==> src/rtl/nibble_serial_adder.sv <==
// nibble_serial_adder: W=4*NIBBLES adder built from one 4-bit RCA, one nibble per clock.
// Define NSA_SUB_EN to add the `sub` input (a - b via ~b and carry-in 1).

module RCA (
   input  logic [3:0] a,
   input  logic [3:0] b,
   input  logic       cin,
   output logic [3:0] sum,
   output logic       cout
);
   logic [4:0] c;

   always_comb begin
      c    = '0;
      sum  = '0;
      c[0] = cin;
      for (int i = 0; i < 4; i++) begin
         sum[i]   = a[i] ^ b[i] ^ c[i];
         c[i + 1] = (a[i] & b[i]) | (c[i] & (a[i] ^ b[i]));
      end
      cout = c[4];
   end
endmodule

module nibble_serial_adder #(
   parameter int NIBBLES = 4
) (
   input  logic                 clk,
   input  logic                 rst,
   input  logic                 start,
   input  logic [4*NIBBLES-1:0] a,
   input  logic [4*NIBBLES-1:0] b,
   input  logic                 cin,
`ifdef NSA_SUB_EN
   input  logic                 sub,
`endif
   output logic                 busy,
   output logic                 done,
   output logic [4*NIBBLES-1:0] sum,
   output logic                 cout
);
   localparam int W  = 4 * NIBBLES;
   localparam int IW = (NIBBLES > 1) ? $clog2(NIBBLES) : 1;

   typedef enum logic [1:0] {
      IDLE = 2'b00,
      RUN  = 2'b01,
      DONE = 2'b10
   } state_t;

   state_t state;
   state_t state_nx;

   logic [W-1:0]  wa;
   logic [W-1:0]  wb;
   logic          carry;
   logic [IW-1:0] idx;
   logic [3:0]    rca_sum;
   logic          rca_cout;
   logic [W-1:0]  res;
   logic [W-1:0]  b_in;
   logic          c_in;
   logic          accept;
   logic          last;

`ifdef NSA_SUB_EN
   assign b_in = sub ? ~b : b;
   assign c_in = sub | cin;
`else
   assign b_in = b;
   assign c_in = cin;
`endif

   assign accept = start && (state != RUN);
   assign last   = (state == RUN) && (idx == IW'(NIBBLES - 1));

   RCA u_rca (
      .a    (wa[3:0]),
      .b    (wb[3:0]),
      .cin  (carry),
      .sum  (rca_sum),
      .cout (rca_cout)
   );

   // Result nibbles enter at the top; after NIBBLES shifts slice 0 sits at bit 0.
   generate
      if (NIBBLES > 1) begin : g_acc
         logic [W-5:0] acc;

         always_ff @(posedge clk) begin
            if (rst) begin
               acc <= '0;
            end else if (state == RUN) begin
               acc <= res[W-1:4];
            end
         end

         assign res = {rca_sum, acc};
      end else begin : g_one
         assign res = rca_sum;
      end
   endgenerate

   always_ff @(posedge clk) begin
      if (rst) begin
         state <= IDLE;
      end else begin
         state <= state_nx;
      end
   end

   always_comb begin
      state_nx = state;
      unique case (state)
         IDLE:    if (start) state_nx = RUN;
         RUN:     if (last) state_nx = DONE;
         DONE:    state_nx = start ? RUN : IDLE;
         default: state_nx = IDLE;
      endcase
   end

   always_comb begin
      busy = (state == RUN);
      done = (state == DONE);
   end

   always_ff @(posedge clk) begin
      if (rst) begin
         wa    <= '0;
         wb    <= '0;
         carry <= 1'b0;
         idx   <= '0;
         sum   <= '0;
         cout  <= 1'b0;
      end else if (accept) begin
         wa    <= a;
         wb    <= b_in;
         carry <= c_in;
         idx   <= '0;
      end else if (state == RUN) begin
         wa    <= wa >> 4;
         wb    <= wb >> 4;
         carry <= rca_cout;
         idx   <= idx + IW'(1);
         if (last) begin
            sum  <= res;
            cout <= rca_cout;
         end
      end
   end
endmodule

==> config.mk <==
export PLATFORM = sky130hd
export DESIGN_NAME = nibble_serial_adder
export DESIGN_NICKNAME = d
export VERILOG_FILES = /design/src/rtl/nibble_serial_adder.sv
export SDC_FILE = /design/constraint.sdc
export NUM_CORES = 1
export LEC_CHECK = 0
export ABC_CLOCK_PERIOD_IN_PS = 2900
export CAP_MARGIN = 20
export CORE_MARGIN = 1
export CORE_UTILIZATION = 30
export CTS_BUF_LIST = sky130_fd_sc_hd__clkbuf_2
export DETAILED_ROUTE_END_ITERATION = 10
export PLACE_DENSITY = 0.54
export SETUP_SLACK_MARGIN = 0.3
export SYNTH_ARGS = -nofsm -noshare
export SYNTH_HDL_FRONTEND = slang
export SYNTH_SLANG_ARGS = --single-unit
==> constraint.sdc <==
create_clock -name clk -period 2.9 [get_ports clk]
set_clock_uncertainty 0.2 [all_clocks]
set_input_delay 0.58 -clock clk [delete_from_list [all_inputs] [get_ports clk]]
set_output_delay 0.58 -clock clk [all_outputs]
set_load 0.01 [all_outputs]
# --- Word-level counts from Yosys, hierarchy flattened ---
# Cells that the tools add are included.
op_classes:
  n_addsub: 1
  eq_ne: 6
  mux: 10
  bitwise: 21
  n_reduce_logical: 7
op_table:
  columns: ["cell", "count"]
  rows:
  - ["$mux W16", 4]
  - ["$and A1 B1 Y1", 8]
  - ["$xor A1 B1 Y1", 8]
  - ["$pmux W2 S3", 1]
  - ["$eq A2 B2 Y1 const B", 2]
  - ["$mux W2", 2]
  - ["$ne A2 B1 Y1 const B", 2]
  - ["$or A1 B1 Y1", 4]
  - ["$mux W1", 3]
  - ["$reduce_and A3 Y1", 1]
  - ["$add A2 B1 Y2 const B", 1]
  - ["$eq A2 B1 Y1 const B", 1]
  - ["$logic_and A1 B1 Y1", 2]
  - ["$logic_not A2 Y1", 1]
  - ["$ne A2 B2 Y1 const B", 1]
  - ["$reduce_and A2 Y1", 1]
  - ["$reduce_bool A2 Y1", 1]
  - ["$reduce_or A2 Y1", 1]
  - ["$not A1 Y1", 1]
word_totals:
  reg_bits: 66
  input_bits: 36
  out_inout_bits: 19
  wordCells: 53

# --- Longest topological paths before layout ---
# Gate-level depths: netlist of run 1.
logic_depth:
  depth_word: 11
  ltp_mapped: 8
  mapped_depth_nobuf: 8

# --- Hierarchy ---
# From an unflattened synthesis of run 1, not the netlist that was laid out.
hier_totals:
  cells_unflattened: 297
  hier_area_um2: 2827.7
by_module_without_submodules:
  columns: ["mod", "n_inst", "cells_per_inst", "area_per_inst_um2", "seq_area_each_um2"]
  rows:
  - ["nibble_serial_adder", 1, 283, 2710.1, 1321.3]
  - ["RCA", 1, 14, 117.6, 0.0]

# --- Least setup slack after synthesis of run 1 ---
# Ideal clock, no wire load.
synth_timing:
  path_kind: "reg-to-reg"
  start: "reg carry"
  end: "reg sum[15]"
  setup_time_ns: 0.087
  arrival_time_ns: 1.994
  t_required_ns: 2.613
  slack_ns: 0.620
  stages_incl_launch_ff: 9
  n_path_buf: 0
  period_less_slack_ns: 2.280
  path_cell_list: "dfxtp_1 fa_1 inv_1 fa_1 inv_1 fa_1 inv_1 fa_1 a211oi_1"
synth_between:
  elab_chain_len: 7
synth_rtl:
  columns: ["item", "line_no", "text"]
  rows:
  - ["start: declaration", "56", "logic carry;"]
  - ["start signal: assignment", "138", "carry <= c_in;"]
  - ["start signal: assignment", "143", "carry <= rca_cout;"]
  - ["$and A1 B1 Y1", "19", "c[i + 1] = (a[i] & b[i]) | (c[i] & (a[i] ^ b[i]));"]
  - ["$or A1 B1 Y1", "19", null]
  - ["$and A1 B1 Y1", "19", null]
  - ["$or A1 B1 Y1", "19", null]
  - ["$and A1 B1 Y1", "19", null]
  - ["$or A1 B1 Y1", "19", null]
  - ["$xor A1 B1 Y1", "18", "sum[i] = a[i] ^ b[i] ^ c[i];"]
  - ["end signal: assignment", "146", "sum <= res;"]
  - ["end: declaration", "39", "output logic [4*NIBBLES-1:0] sum,"]
# Every way passes these cells.
# A chain may end at the register's enable or synchronous reset.

# --- Worst setup path after layout of run 1 ---
layout_timing:
  start: "reg state[1]"
  end: "out busy"
layout_between:
  elab_chain_len: 1
layout_rtl:
  columns: ["item", "line_no", "text"]
  rows:
  - ["start: declaration", "51", "state_t state;"]
  - ["start signal: assignment", "108", "state <= state_nx;"]
  - ["$eq A2 B1 Y1", "123", "busy = (state == RUN);"]
  - ["end: declaration", "37", "output logic busy,"]
# Every way passes these cells.

==> results.rst, run 1 <==
.. list-table::
   :header-rows: 1

   * - Metric
     - Value
   * - Outcome
     - complete, no violations
   * - Depth of the worst register-to-register path
     - 8
   * - Seq/Total Area, Yosys
     - between 40 and 50%
   * - Setup TNS after final layout
     - 0 ps
   * - Largest net degree at the start of global routing
     - roughly 50
   * - Required time of the critical path
     - between 2000 and 2500 ps
   * - Critical path arrival
     - about 1600 ps
   * - Net count after synthesis
     - roughly 350
   * - Reg2reg start
     - carry$_SDFFE_PP0P_
   * - Kind of cell with the highest combined delay on the critical path
     - buffers and inverters
   * - Die Footprint
     - about 0.0098 mm2
   * - Setup crit end kind
     - output pin
   * - Leakage power figure
     - around 0.0013 uW
   * - Total cell area at the placement stage
     - between 0.003 and 0.004 mm2
   * - Num rows
     - 34
   * - Power per Cell Area
     - between 500 and 600 mW/mm2
   * - Die outline height
     - approximately 100 um
   * - Post-Syn Area
     - 0.00282 mm2
   * - Max Root-Sink Buffers
     - 2
   * - Count of maximum capacitance violations
     - 0
   * - FMAX
     - between 400 and 500 MHz
   * - Post-route ant nets
     - 0
   * - Max-slew violation count
     - 0
   * - Worst-Margin Slew
     - ~700 ps
   * - Number of buffers added by the clock tree synthesis step
     - 9
   * - RSZ-0062 raised after global routing
     - false
   * - Top FF cell, synth
     - dfxtp_1
   * - Area growth from synthesis to layout
     - 25.5%
   * - Combined global-route utilization of all metal layers
     - about 12%
   * - Fraction of layout cells with a size suffix above 1
     - between 10% and 20%
   * - Count of inserted antenna diode cells
     - 0
   * - Total DRC errors in the routed layout
     - 0
   * - CTS-repair resized insts
     - 0
   * - Post-Route WL
     - approximately 5.5 mm
   * - Port Buffer Count
     - 54
   * - Initial Utilization
     - a little under a third
   * - Slowest cell delay on critical path
     - approximately 530 ps
   * - Largest fanout of any net on the critical path
     - 4
   * - Number of instances in the synthesized netlist
     - roughly 300
   * - Final hold violation count
     - 0
   * - Worst hold path endpoint
     - sum[2]$_SDFFE_PP0P_
   * - Clock latency of the later-clocked register in the worst-skew pair
     - 490 ps
   * - Antenna violations before repair
     - 0
   * - Post-detailed-route wirelength per cell
     - around 12 um
   * - Vias after detailed routing
     - about 2100
   * - Vias per cell
     - 4.57
   * - Htree depth
     - 3
   * - Portion of the clock cycle consumed by the worst path in the final layout
     - 82.7%
   * - Final weighted congestion in routability-driven placement
     - roughly 0.70
   * - Cells along the critical path
     - nand2b_2 -> clkinv_2 -> clkdlybuf4s50_1
   * - Cell at the root of the clock tree
     - clkbuf_2
   * - Setup Fix Bufs, Post-CTS
     - 0
   * - Clock transition at the registers of the reported paths
     - 180 ps
   * - Shortest clock period the worst path allows after layout
     - between 2000 and 2500 ps
   * - Number of nets in the finished design
     - slightly below 400
   * - Hold Worst Slack
     - about 260 ps
   * - Total setup violations reported at the end of the flow
     - 0
   * - Post-synth ARST share
     - 0%
   * - Synthesis Warnings
     - 0
   * - Overall overflow remaining after global route
     - 0
   * - Synthesized area per cell
     - between 9 and 10 um2
   * - Worst setup path class
     - register to output pin
   * - Category of the worst setup path launch point
     - register
   * - VDD IR-drop max
     - between 0.2 and 0.3 mV
   * - Detailed placement HPWL
     - about 3.7 mm
   * - CTS tree
     - yes
   * - Count of hold-fix buffers inserted at cts
     - 0
   * - Hold Startpoint
     - sum[2]$_SDFFE_PP0P_
   * - Post-route design area
     - 0.00353 mm2
   * - Count of state elements after synthesis
     - 66
   * - Number of ports placed on the die boundary
     - 55
   * - Critical-path cell with the highest stage delay
     - clkdlybuf4s50_1
   * - Area of the core
     - just under 0.009 mm2
   * - TritonCTS sink count
     - 66
   * - Wire length of the first global-routing pass
     - 9.45 mm
   * - Worst min-delay path class
     - register to register
   * - Number of DRC violations after detailed-routing iteration 0
     - 75
   * - Critical register-to-register path endpoint
     - sum[15]$_SDFFE_PP0P_
   * - First-pass iteration count of the detailed router
     - 4
   * - Number of enable-type register cells in the synthesized netlist
     - 0
   * - Crit path buffers/inverters
     - 2
   * - Max transition margin
     - 52.2%
   * - Die W
     - just under 100 um
   * - Hold depth
     - 2
   * - Register-to-register setup slack
     - between 500 and 600 ps
   * - Unique cell type count in the Yosys netlist
     - 25
   * - Vias in the first global route
     - ~2000
layer usage:
layer	up-vias	part of all wire (%)	track usage [%]
li1	1116	-	-
met1	948	48	15.5
met2	49	45	18.8
met3	7	6.7	5.60
met4	0	1.2	4.13
met5	-	0	0
cells in the mapped netlist (2+ instances only):
| cell type | count | area share [%] |
|---|---|---|
| inv_1 | 8 | 1.1 |
| buf_6 | 5 | 2.0 |
| nand2b_1 | 3 | 0.67 |
| nand3b_1 | 2 | 0.53 |
| nor2_1 | 39 | 5.2 |
| a21oi_2 | 4 | 1.2 |
| fa_1 | 4 | 2.8 |
| buf_4 | 5 | 1.3 |
| mux2i_1 | 20 | 7.1 |
| a21oi_1 | 35 | 6.2 |
| nand2_1 | 62 | 8.3 |
| dfxtp_1 | 66 | 47 |
| a211oi_2 | 24 | 11 |
| buf_2 | 9 | 1.6 |
| a211oi_1 | 5 | 1.3 |
| clkbuf_1 | 4 | 0.53 |
power breakdown:
part	switching [uW]	leakage [uW]	internal [uW]
logic	135	0.000687	126
registers	30.3	0.000540	957
clock network	337	0.0000958	372
total	503	0.00132	1460
worst max path at each step:
stage,startpoint,end,slack (ps),depth (start not counted)
after floorplan,carry$_SDFFE_PP0P_,sum[15]$_SDFFE_PP0P_,620,8
after global placement,carry$_SDFFE_PP0P_,sum[15]$_SDFFE_PP0P_,560,8
after detailed placement,carry$_SDFFE_PP0P_,sum[15]$_SDFFE_PP0P_,540,8
after CTS,state[1]$_SDFFE_PP0P_,busy,450,3
after global routing,carry$_SDFFE_PP0P_,sum[15]$_SDFFE_PP0P_,350,8
final,state[1]$_SDFFE_PP0P_,busy,500,3
state kept, by name, summed over array words and instances (netlist names):
register and count:
wb 16, state 2, g_acc.acc 12, cout 1
idx 2, carry 1, sum 16, wa 16
area by class of cell:
type                    instances  area (um2)
multi-input cells             204        1300
clock buffers                   9        45.0
fillers                       937        5360
clock inverters                 7         118
inverters                      10        38.8
flip-flops and latches         66        1320
repair buffers                 60         576
well taps                     108         135
placed cells by master, fill, tap and decap left out, types with 2 or more instances in the layout:
cell             count
a211oi_1             5
clkinv_2             3
clkinv_4             2
nand2b_1             2
nand3b_1             2
nor2_1              39
bufinv_16            3
buf_2                2
inv_1                8
nand2_1             62
a211oi_2            24
fa_1                 4
dfxtp_1             66
buf_4                6
mux2i_1             20
a21oi_2              4
clkbuf_2             9
a21oi_1             35
clkdlybuf4s50_1     52
logic make-up (layout without fill, tap and decap cells):
group | Yosys count | after routing | synth area share [%]
AOI/OAI and AO/OA | 70 | 70 | 20.3
adders and majority gates | 5 | 5 | 3.29
DFF | 66 | 66 | 46.9
muxes | 20 | 20 | 7.11
buffers and inverters | 34 | 86 | 6.98
and+or+nand+nor | 109 | 109 | 15.4
through the flow:
step                      total power (uW)  utilization [%]  cells  setup WS [ps]
after global placement                1270             37.9    448            563
after floorplan                       1200                -    304            620
after detailed placement              1270             37.9    448            539
after CTS                             1990             39.7    464            454
final                                 1960             39.7    464            500
after global routing                  2060             39.7    464            351
worst min-delay path, stage by stage, from the launching register on:
cell and delay [ps]:
dfxtp_1 350, nand2_1 50, a21oi_1 50
(Power assumes the default switching activity.)
==> inputs of run 2 (changes only) <==
--- a/config.mk
+++ b/config.mk
@@ -5,7 +5,7 @@
 export SDC_FILE = /design/constraint.sdc
 export NUM_CORES = 1
 export LEC_CHECK = 0
-export ABC_CLOCK_PERIOD_IN_PS = 2900
+export ABC_CLOCK_PERIOD_IN_PS = 2300
 export CAP_MARGIN = 20
 export CORE_MARGIN = 1
 export CORE_UTILIZATION = 30
==> constraint.sdc (replaced) <==
create_clock -name clk -period 2.3 [get_ports clk]
set_clock_uncertainty 0.2 [all_clocks]
set_input_delay 0.46 -clock clk [delete_from_list [all_inputs] [get_ports clk]]
set_output_delay 0.46 -clock clk [all_outputs]
set_load 0.01 [all_outputs]
==> run 2 against run 1 <==
Net effect: the flow now finishes with violations (negative setup slack); wire length is 2.0% higher; first-iteration DRC count is 8.0% lower; sequential share of layout area is 0.92 points higher; sequential power is 27% higher; clock power is 23% lower; via count stayed put; worst hold slack worse by 57 ps; die area stayed put; worst setup slack worse by 510 ps; register-to-register slack worse by 510 ps; flip-flop and latch count stayed put; total power is 9.1% higher; critical endpoint is now sum[15]$_SDFFE_PP0P_.
==> results.rst, run 2 (synthesis gave the netlist of run 1 again) <==
.. list-table::
   :header-rows: 1

   * - Metric
     - Value
   * - Total DRC errors in the routed layout
     - 0 (unchanged)
   * - Die outline height
     - 98.9 um (unchanged)
   * - Number of nets in the finished design
     - 394 (was 392)
   * - Outcome
     - finished, violations left (was complete, no violations)
   * - Largest registers
     - sum: 16 flops, wa: 16 flops, wb: 16 flops (unchanged)
   * - Cells along the critical path
     - fa_2 -> inv_2 -> fa_2 -> inv_2 -> fa_2 -> inv_2 -> fa_2 -> a211oi_2 (was nand2b_2 -> clkinv_2 -> clkdlybuf4s50_1)
   * - Die W
     - 98.9 um (unchanged)
   * - Critical path arrival
     - 2510 ps (was 1620 ps)
   * - Switching power summed over all nets
     - 626 uW (was 503 uW)
   * - Largest fanout of any net on the critical path
     - 2 (was 4)
   * - TritonCTS sink count
     - 66 (unchanged)
   * - FMAX
     - 433 MHz
   * - Logic pwr share
     - 16.0% (was 13.3%)
   * - CTS tree
     - yes (unchanged)
   * - Slowest cell delay on critical path
     - 440 ps (was 530 ps)
   * - Post-route setup slack
     - -9.63 ps (was 500 ps)
   * - Sequential cell fraction of total power
     - 58.3% (was 50.4%)
   * - Kind of cell with the highest combined delay on the critical path
     - adder cells (was buffers and inverters)
   * - Commonest cells after routing, fill and taps aside
     - 62 x nand2_1, 53 x dfxtp_1, 39 x nor2_1, 35 x a21oi_1, 33 x clkdlybuf4s50_1 (was 66 x dfxtp_1, 62 x nand2_1, 52 x clkdlybuf4s50_1, 39 x nor2_1, 35 x a21oi_1)
   * - Fraction of layout cells with a size suffix above 1
     - 22.3% (was 15.7%)
   * - Worst setup path class
     - register to register (was register to output pin)
   * - Worst slack after detailed placement
     - -37.5 ps (was 539 ps)
   * - Clock network fraction of design power
     - 25.6% (was 36.2%)
   * - Overall overflow remaining after global route
     - 0 (unchanged)
   * - Shortest clock period the worst path allows after layout
     - about 2300 ps
   * - Combined global-route utilization of all metal layers
     - 12.5% (was 12.4%)
   * - Port Buffer Count
     - 54 (unchanged)
   * - Worst-Margin Slew
     - 569 ps (was 716 ps)
   * - Setup crit end kind
     - register (was output pin)
   * - Max transition margin
     - 62.0% (was 52.2%)
   * - Post-Route WL
     - 5.60 mm (was 5.49 mm)
   * - Area of the core
     - 0.00889 mm2 (unchanged)
   * - RSZ-0062 raised after global routing
     - true (was false)
   * - Fraction of power spent switching nets
     - 29.3% (was 25.7%)
   * - Number of ports placed on the die boundary
     - 55 (unchanged)
   * - Post-route ant nets
     - 0 (unchanged)
   * - Vias per cell
     - 4.55 (was 4.57)
   * - Critical-path cell with the highest stage delay
     - fa_2 (was clkdlybuf4s50_1)
   * - Max Root-Sink Buffers
     - 2 (unchanged)
   * - Final weighted congestion in routability-driven placement
     - 0.713 (was 0.702)
   * - First-pass iteration count of the detailed router
     - 4 (unchanged)
   * - Category of the worst setup path launch point
     - register (unchanged)
   * - Die Footprint
     - 0.00978 mm2 (unchanged)
   * - VDD IR-drop max
     - 0.327 mV (was 0.271 mV)
   * - Initial Utilization
     - 31.7% (unchanged)
   * - Max-slew violation count
     - 0 (unchanged)
   * - Count of hold-fix buffers inserted at cts
     - 0 (unchanged)
   * - Area growth from synthesis to layout
     - 24.0% (was 25.5%)
   * - Leakage power figure
     - 0.00140 uW (was 0.00132 uW)
   * - Count of inserted antenna diode cells
     - 0 (unchanged)
   * - Power per Cell Area
     - 612 mW/mm2 (was 554 mW/mm2)
   * - Count of maximum capacitance violations
     - 0 (unchanged)
   * - Detailed placement HPWL
     - 3.77 mm (was 3.71 mm)
   * - Largest net degree at the start of global routing
     - 51 (unchanged)
   * - Num rows
     - 34 (unchanged)
   * - Htree depth
     - 3 (unchanged)
   * - Antenna violations before repair
     - 0 (unchanged)
   * - Vias after detailed routing
     - 2120 (unchanged)
   * - Portion of the clock cycle consumed by the worst path in the final layout
     - 100%
   * - Post-detailed-route wirelength per cell
     - 12.0 um (was 11.8 um)
   * - Internal
     - 1510 uW (was 1460 uW)
   * - Required time of the critical path
     - 2500 ps (was 2120 ps)
   * - Worst min-delay path class
     - input pin to register (was register to register)
   * - Failing checks
     - negative setup slack
   * - Clock latency of the later-clocked register in the worst-skew pair
     - 480 ps (was 490 ps)
   * - Cell type with the highest occurrence count on the critical path
     - fa_2
   * - Cell at the root of the clock tree
     - clkbuf_2 (unchanged)
   * - Clock transition at the registers of the reported paths
     - 190 ps (was 180 ps)
   * - Crit path buffers/inverters
     - 3 (was 2)
   * - Commonest non-fill, non-tap cell in the layout
     - nand2_1 (was dfxtp_1)
   * - Vias in the first global route
     - 2010 (was 1982)
   * - Instance count after placement with tap cells included
     - 448 (unchanged)
   * - Number of DRC violations after detailed-routing iteration 0
     - 69 (was 75)
   * - Final hold violation count
     - 0 (unchanged)
   * - Number of buffers added by the clock tree synthesis step
     - 9 (unchanged)
   * - Cell Count, Final, Fillers Out
     - 466 (was 464)
   * - Wire length of the first global-routing pass
     - 9.56 mm (was 9.45 mm)
   * - Total setup violations reported at the end of the flow
     - 1 (was 0)
[run 2: changes by cell type in the layout (fill, tap and decap cells not counted), sizes merged]
cell	change
buf	+3
bufinv	-3
clkbuf	+2
clkdlybuf4s50	-19
clkinvlp	+2
dlygate4sd2	+16
dlymetal6s2s	+1
[run 2: layout make-up]
cell class | count | area [um2]
flip-flops and latches | 66 | 1340
clock inverters | 6 | 33.8
inverters | 10 | 38.8
fillers | 911 | 5400
well taps | 108 | 135
clock buffers | 10 | 50.0
repair buffers | 62 | 576
multi-input cells | 204 | 1320
[run 2: final timing paths]
path | startpoint | end | slack [ps] | cells after the start
worst min register to register | sum[1]$_SDFFE_PP0P_ | sum[1]$_SDFFE_PP0P_ | 260 | 2
worst min-delay path | start | wb[3]$_SDFFE_PP0P_ | 210 | 3
worst max-delay path | carry$_SDFFE_PP0P_ | sum[15]$_SDFFE_PP0P_ | -10 | 8
worst max register to register | carry$_SDFFE_PP0P_ | sum[15]$_SDFFE_PP0P_ | -10 | 8
[run 2: repair_timing]
action,in CTS,in global routing
gates cloned,0,0
endpoints found under the setup margin,23,9
pin swaps,4,0
resized for setup,35,4
setup buffers,1,1
[run 2: power groups by stage]
stage                     Sequential [uW]  Clock (uW)  Combinational, uW
final                                1250         548                342
after global placement               1270           0                340
after detailed placement             1270           0                341
after floorplan                      1260           0                250
after CTS                            1250         578                346
after global routing                 1260         639                379
[run 2: through the flow]
stage               total power (uW)  instance area, um2  hold WS, ps  util, %  setup TNS, ps
finish                          2140                3490          208     39.3          -9.63
global route                    2270                3490          154     39.3           -194
CTS                             2170                3480          172     39.1          -2.16
detailed placement              1610                3390          247     38.2          -37.5
global placement                1610                3390          243     38.2              0
floorplan                       1510                2830          232        -              0
[run 2: worst register-to-register path, delay by kind of cell (launching register included)]
kind                       cells  cell delay [ps]
AOI/OAI and AO/OA              1              190
adders and majority gates      4             1320
buffers and inverters          3              160
DFF                            1              370
[run 2: routing by layer]
metal	vias to the layer above	track usage (%)	wire length [um]
met4	0	4.13	63
met2	47	19.9	2500
li1	1121	-	-
met1	947	15.4	2740
met3	5	5.04	296
met5	-	0	0
==> inputs of run 3 (changes only) <==
--- a/config.mk
+++ b/config.mk
@@ -9,9 +9,9 @@
 export CAP_MARGIN = 20
 export CORE_MARGIN = 1
 export CORE_UTILIZATION = 30
-export CTS_BUF_LIST = sky130_fd_sc_hd__clkbuf_2
 export DETAILED_ROUTE_END_ITERATION = 10
-export PLACE_DENSITY = 0.54
+export DONT_BUFFER_PORTS = 1
+export PLACE_DENSITY = 0.47
 export SETUP_SLACK_MARGIN = 0.3
 export SYNTH_ARGS = -nofsm -noshare
 export SYNTH_HDL_FRONTEND = slang
==> run 3 against run 2 <==
Net effect: the run ends with negative hold slack left; largest power group unchanged; worst setup slack gained 32 ps; worst hold slack lost 240 ps; combinational power shrank 29%; highest routed layer unchanged; non-clock buffer count shrank 59; critical endpoint is now g_acc.acc[11]$_SDFFE_PP0P_; maximum frequency grew 1.4%; final area shrank 12%; sequential power is essentially flat; final cell count shrank 13%.
==> results.rst, run 3 (synthesis gave the netlist of run 1 again) <==
.. list-table::
   :header-rows: 1

   * - Metric
     - Value
   * - Outcome
     - finished, violations left (unchanged)
   * - Failing checks
     - negative hold slack (was negative setup slack)
   * - Worst slack after detailed placement
     - -31.8 ps (was -37.5 ps)
   * - First-pass iteration count of the detailed router
     - 4 (unchanged)
   * - Worst setup path class
     - register to register (unchanged)
   * - Num rows
     - 34 (unchanged)
   * - Total DRC errors in the routed layout
     - 0 (unchanged)
   * - Required time of the critical path
     - 2360 ps (was 2500 ps)
   * - Worst min-delay path class
     - input pin to register (unchanged)
   * - Max Root-Sink Buffers
     - 2 (unchanged)
   * - CTS tree
     - yes (unchanged)
   * - Worst-Margin Slew
     - 607 ps (was 569 ps)
   * - Total setup violations reported at the end of the flow
     - 0 (was 1)
   * - Vias in the first global route
     - 1878 (was 2010)
   * - Max transition margin
     - 59.4% (was 62.0%)
   * - Number of ports placed on the die boundary
     - 55 (unchanged)
   * - Largest fanout of any net on the critical path
     - 2 (unchanged)
   * - Post-route setup slack
     - 22.5 ps (was -9.63 ps)
   * - Critical path arrival
     - 2340 ps (was 2510 ps)
   * - Overall overflow remaining after global route
     - 0 (unchanged)
   * - Cell type with the highest occurrence count on the critical path
     - fa_2 (unchanged)
   * - Area of the core
     - 0.00889 mm2 (unchanged)
   * - RSZ-0062 raised after global routing
     - true (unchanged)
   * - Fraction of layout cells with a size suffix above 1
     - 20.7% (was 22.3%)
   * - Count of inserted antenna diode cells
     - 0 (unchanged)
   * - Die outline height
     - 98.9 um (unchanged)
   * - Area growth from synthesis to layout
     - 8.71% (was 24.0%)
   * - Kind of cell with the highest combined delay on the critical path
     - adder cells (unchanged)
   * - Final hold violation count
     - 7 (was 0)
   * - Category of the worst setup path launch point
     - register (unchanged)
   * - Power per Cell Area
     - 837 mW/mm2 (was 612 mW/mm2)
   * - Number of DRC violations after detailed-routing iteration 0
     - 58 (was 69)
   * - Commonest non-fill, non-tap cell in the layout
     - dfxtp_1 (was nand2_1)
   * - Die W
     - 98.9 um (unchanged)
   * - Cell at the root of the clock tree
     - clkbuf_8 (was clkbuf_2)
   * - Critical-path cell with the highest stage delay
     - fa_2 (unchanged)
   * - Wire length of the first global-routing pass
     - 9.23 mm (was 9.56 mm)
   * - Initial Utilization
     - 31.7% (unchanged)
   * - Largest net degree at the start of global routing
     - 60 (was 51)
   * - Vias after detailed routing
     - 1955 (was 2120)
   * - TritonCTS sink count
     - 66 (unchanged)
   * - Detailed placement HPWL
     - 3.62 mm (was 3.77 mm)
   * - VDD IR-drop max
     - 0.340 mV (was 0.327 mV)
   * - Vias per cell
     - 4.80 (was 4.55)
   * - Hold Worst Slack
     - -30.8 ps (was 208 ps)
   * - Slowest cell delay on critical path
     - 440 ps (about the same)
   * - Antenna violations before repair
     - 0 (unchanged)
   * - Portion of the clock cycle consumed by the worst path in the final layout
     - 99.0% (was 100%)
   * - Clock latency of the later-clocked register in the worst-skew pair
     - 340 ps (was 480 ps)
   * - Number of inserted filler cells in the final layout
     - 955 (was 911)
   * - Number of buffers added by the clock tree synthesis step
     - 9 (unchanged)
   * - Post-route design area
     - 0.00306 mm2 (was 0.00349 mm2)
   * - Leakage power figure
     - 0.00112 uW (was 0.00140 uW)
   * - Port Buffer Count
     - 0 (was 54)
   * - Clock transition at the registers of the reported paths
     - 70 ps (was 190 ps)
   * - Count of maximum capacitance violations
     - 0 (unchanged)
   * - Htree depth
     - 3 (unchanged)
   * - Commonest cells after routing, fill and taps aside
     - 63 x dfxtp_1, 62 x nand2_1, 39 x nor2_1, 35 x a21oi_1, 26 x a211oi_2 (was 62 x nand2_1, 53 x dfxtp_1, 39 x nor2_1, 35 x a21oi_1, 33 x clkdlybuf4s50_1)
   * - Die Footprint
     - 0.00978 mm2 (unchanged)
   * - Final weighted congestion in routability-driven placement
     - 0.714 (was 0.713)
   * - Max-slew violation count
     - 0 (unchanged)
   * - Number of nets in the finished design
     - 335 (was 394)
   * - Cell Count, Final, Fillers Out
     - 407 (was 466)
   * - Register-to-register setup slack
     - 20 ps (was -10 ps)
   * - Crit path buffers/inverters
     - 3 (unchanged)
   * - Setup crit end kind
     - register (unchanged)
   * - Total cell area at the placement stage
     - 0.00283 mm2 (was 0.00339 mm2)
   * - Cells along the critical path
     - fa_2 -> inv_2 -> fa_2 -> inv_2 -> fa_2 -> inv_2 -> fa_2 -> a211oi_2 (unchanged)
   * - FMAX
     - 439 MHz (was 433 MHz)
   * - Post-detailed-route wirelength per cell
     - 14.1 um (was 12.0 um)
   * - Shortest clock period the worst path allows after layout
     - 2280 ps (was 2310 ps)
   * - Combined global-route utilization of all metal layers
     - 12.2% (was 12.5%)
   * - Instance count after placement with tap cells included
     - 391 (was 448)
   * - Utilization after layout
     - 34.4% (was 39.3%)
   * - Setup Fix Bufs, Post-CTS
     - 0 (was 1)
   * - Largest registers
     - sum: 16 flops, wa: 16 flops, wb: 16 flops (unchanged)
   * - Post-Route WL
     - 5.74 mm (was 5.60 mm)
   * - Post-route ant nets
     - 0 (unchanged)
run 3: changes by cell type in the layout (fill, tap and decap cells not counted), moves of 2 or more:
cell             change
bufinv_16            +2
buf_2                -3
dfxtp_2             -10
clkbuf_2            -11
dlygate4sd2_1       -16
clkdlybuf4s50_1     -33
clkbuf_8            +10
buf_4                -4
dfxtp_1             +10
run 3: repair_timing:
item	4_1_cts	5_1_grt
endpoints found under the hold margin	58	58
pin swaps	3	2
resized for setup	4	1
endpoints found under the setup margin	4	6
run 3: final timing paths:
kind                                  start                          to  depth (start not counted)
setup / recovery         wa[0]$_SDFFE_PP0P_  g_acc.acc[11]$_SDFFE_PP0P_                          8
hold reg to reg   g_acc.acc[2]$_SDFFE_PP0P_         sum[2]$_SDFFE_PP0P_                          2
setup reg to reg         wa[0]$_SDFFE_PP0P_  g_acc.acc[11]$_SDFFE_PP0P_                          8
hold / removal                          rst         wb[10]$_SDFFE_PP0P_                          1
run 3: metal layers:
metal | vias to the layer above | track usage [%] | part of all wire (%)
met2 | 50 | 19.3 | 45
met4 | 0 | 5.17 | 1.5
li1 | 996 | - | -
met5 | - | 0 | 0
met3 | 10 | 5.11 | 6.2
met1 | 899 | 14.6 | 48
run 3: report_power, final:
| group | internal (uW) | switching, uW | total, uW |
|---|---|---|---|
| logic | 108 | 135 | 243 |
| clock network | 637 | 438 | 1070 |
| registers | 1210 | 38.7 | 1250 |
run 3: stage by stage:
step	setup TNS [ps]	hold WS (ps)	power, uW
5_1_grt	-89.4	-52.8	2670
3_3_place_gp	0	241	1510
3_5_place_dp	-47.2	241	1510
6_report	0	-30.8	2560
4_1_cts	0	-43.7	2600
2_1_floorplan	0	232	1510
run 3: layout make-up:
| type | count | area [um2] | share of cell area, % |
|---|---|---|---|
| Clock inverter | 5 | 77.6 | 2.53 |
| Clock buffer | 11 | 141 | 4.62 |
| Sequential cell | 66 | 1330 | 43.3 |
| Timing Repair Buffer | 3 | 22.5 | 0.736 |
| Multi-Input combinational cell | 204 | 1320 | 43.1 |
| Inverter | 10 | 38.8 | 1.27 |
| Tap cell | 108 | 135 | 4.42 |
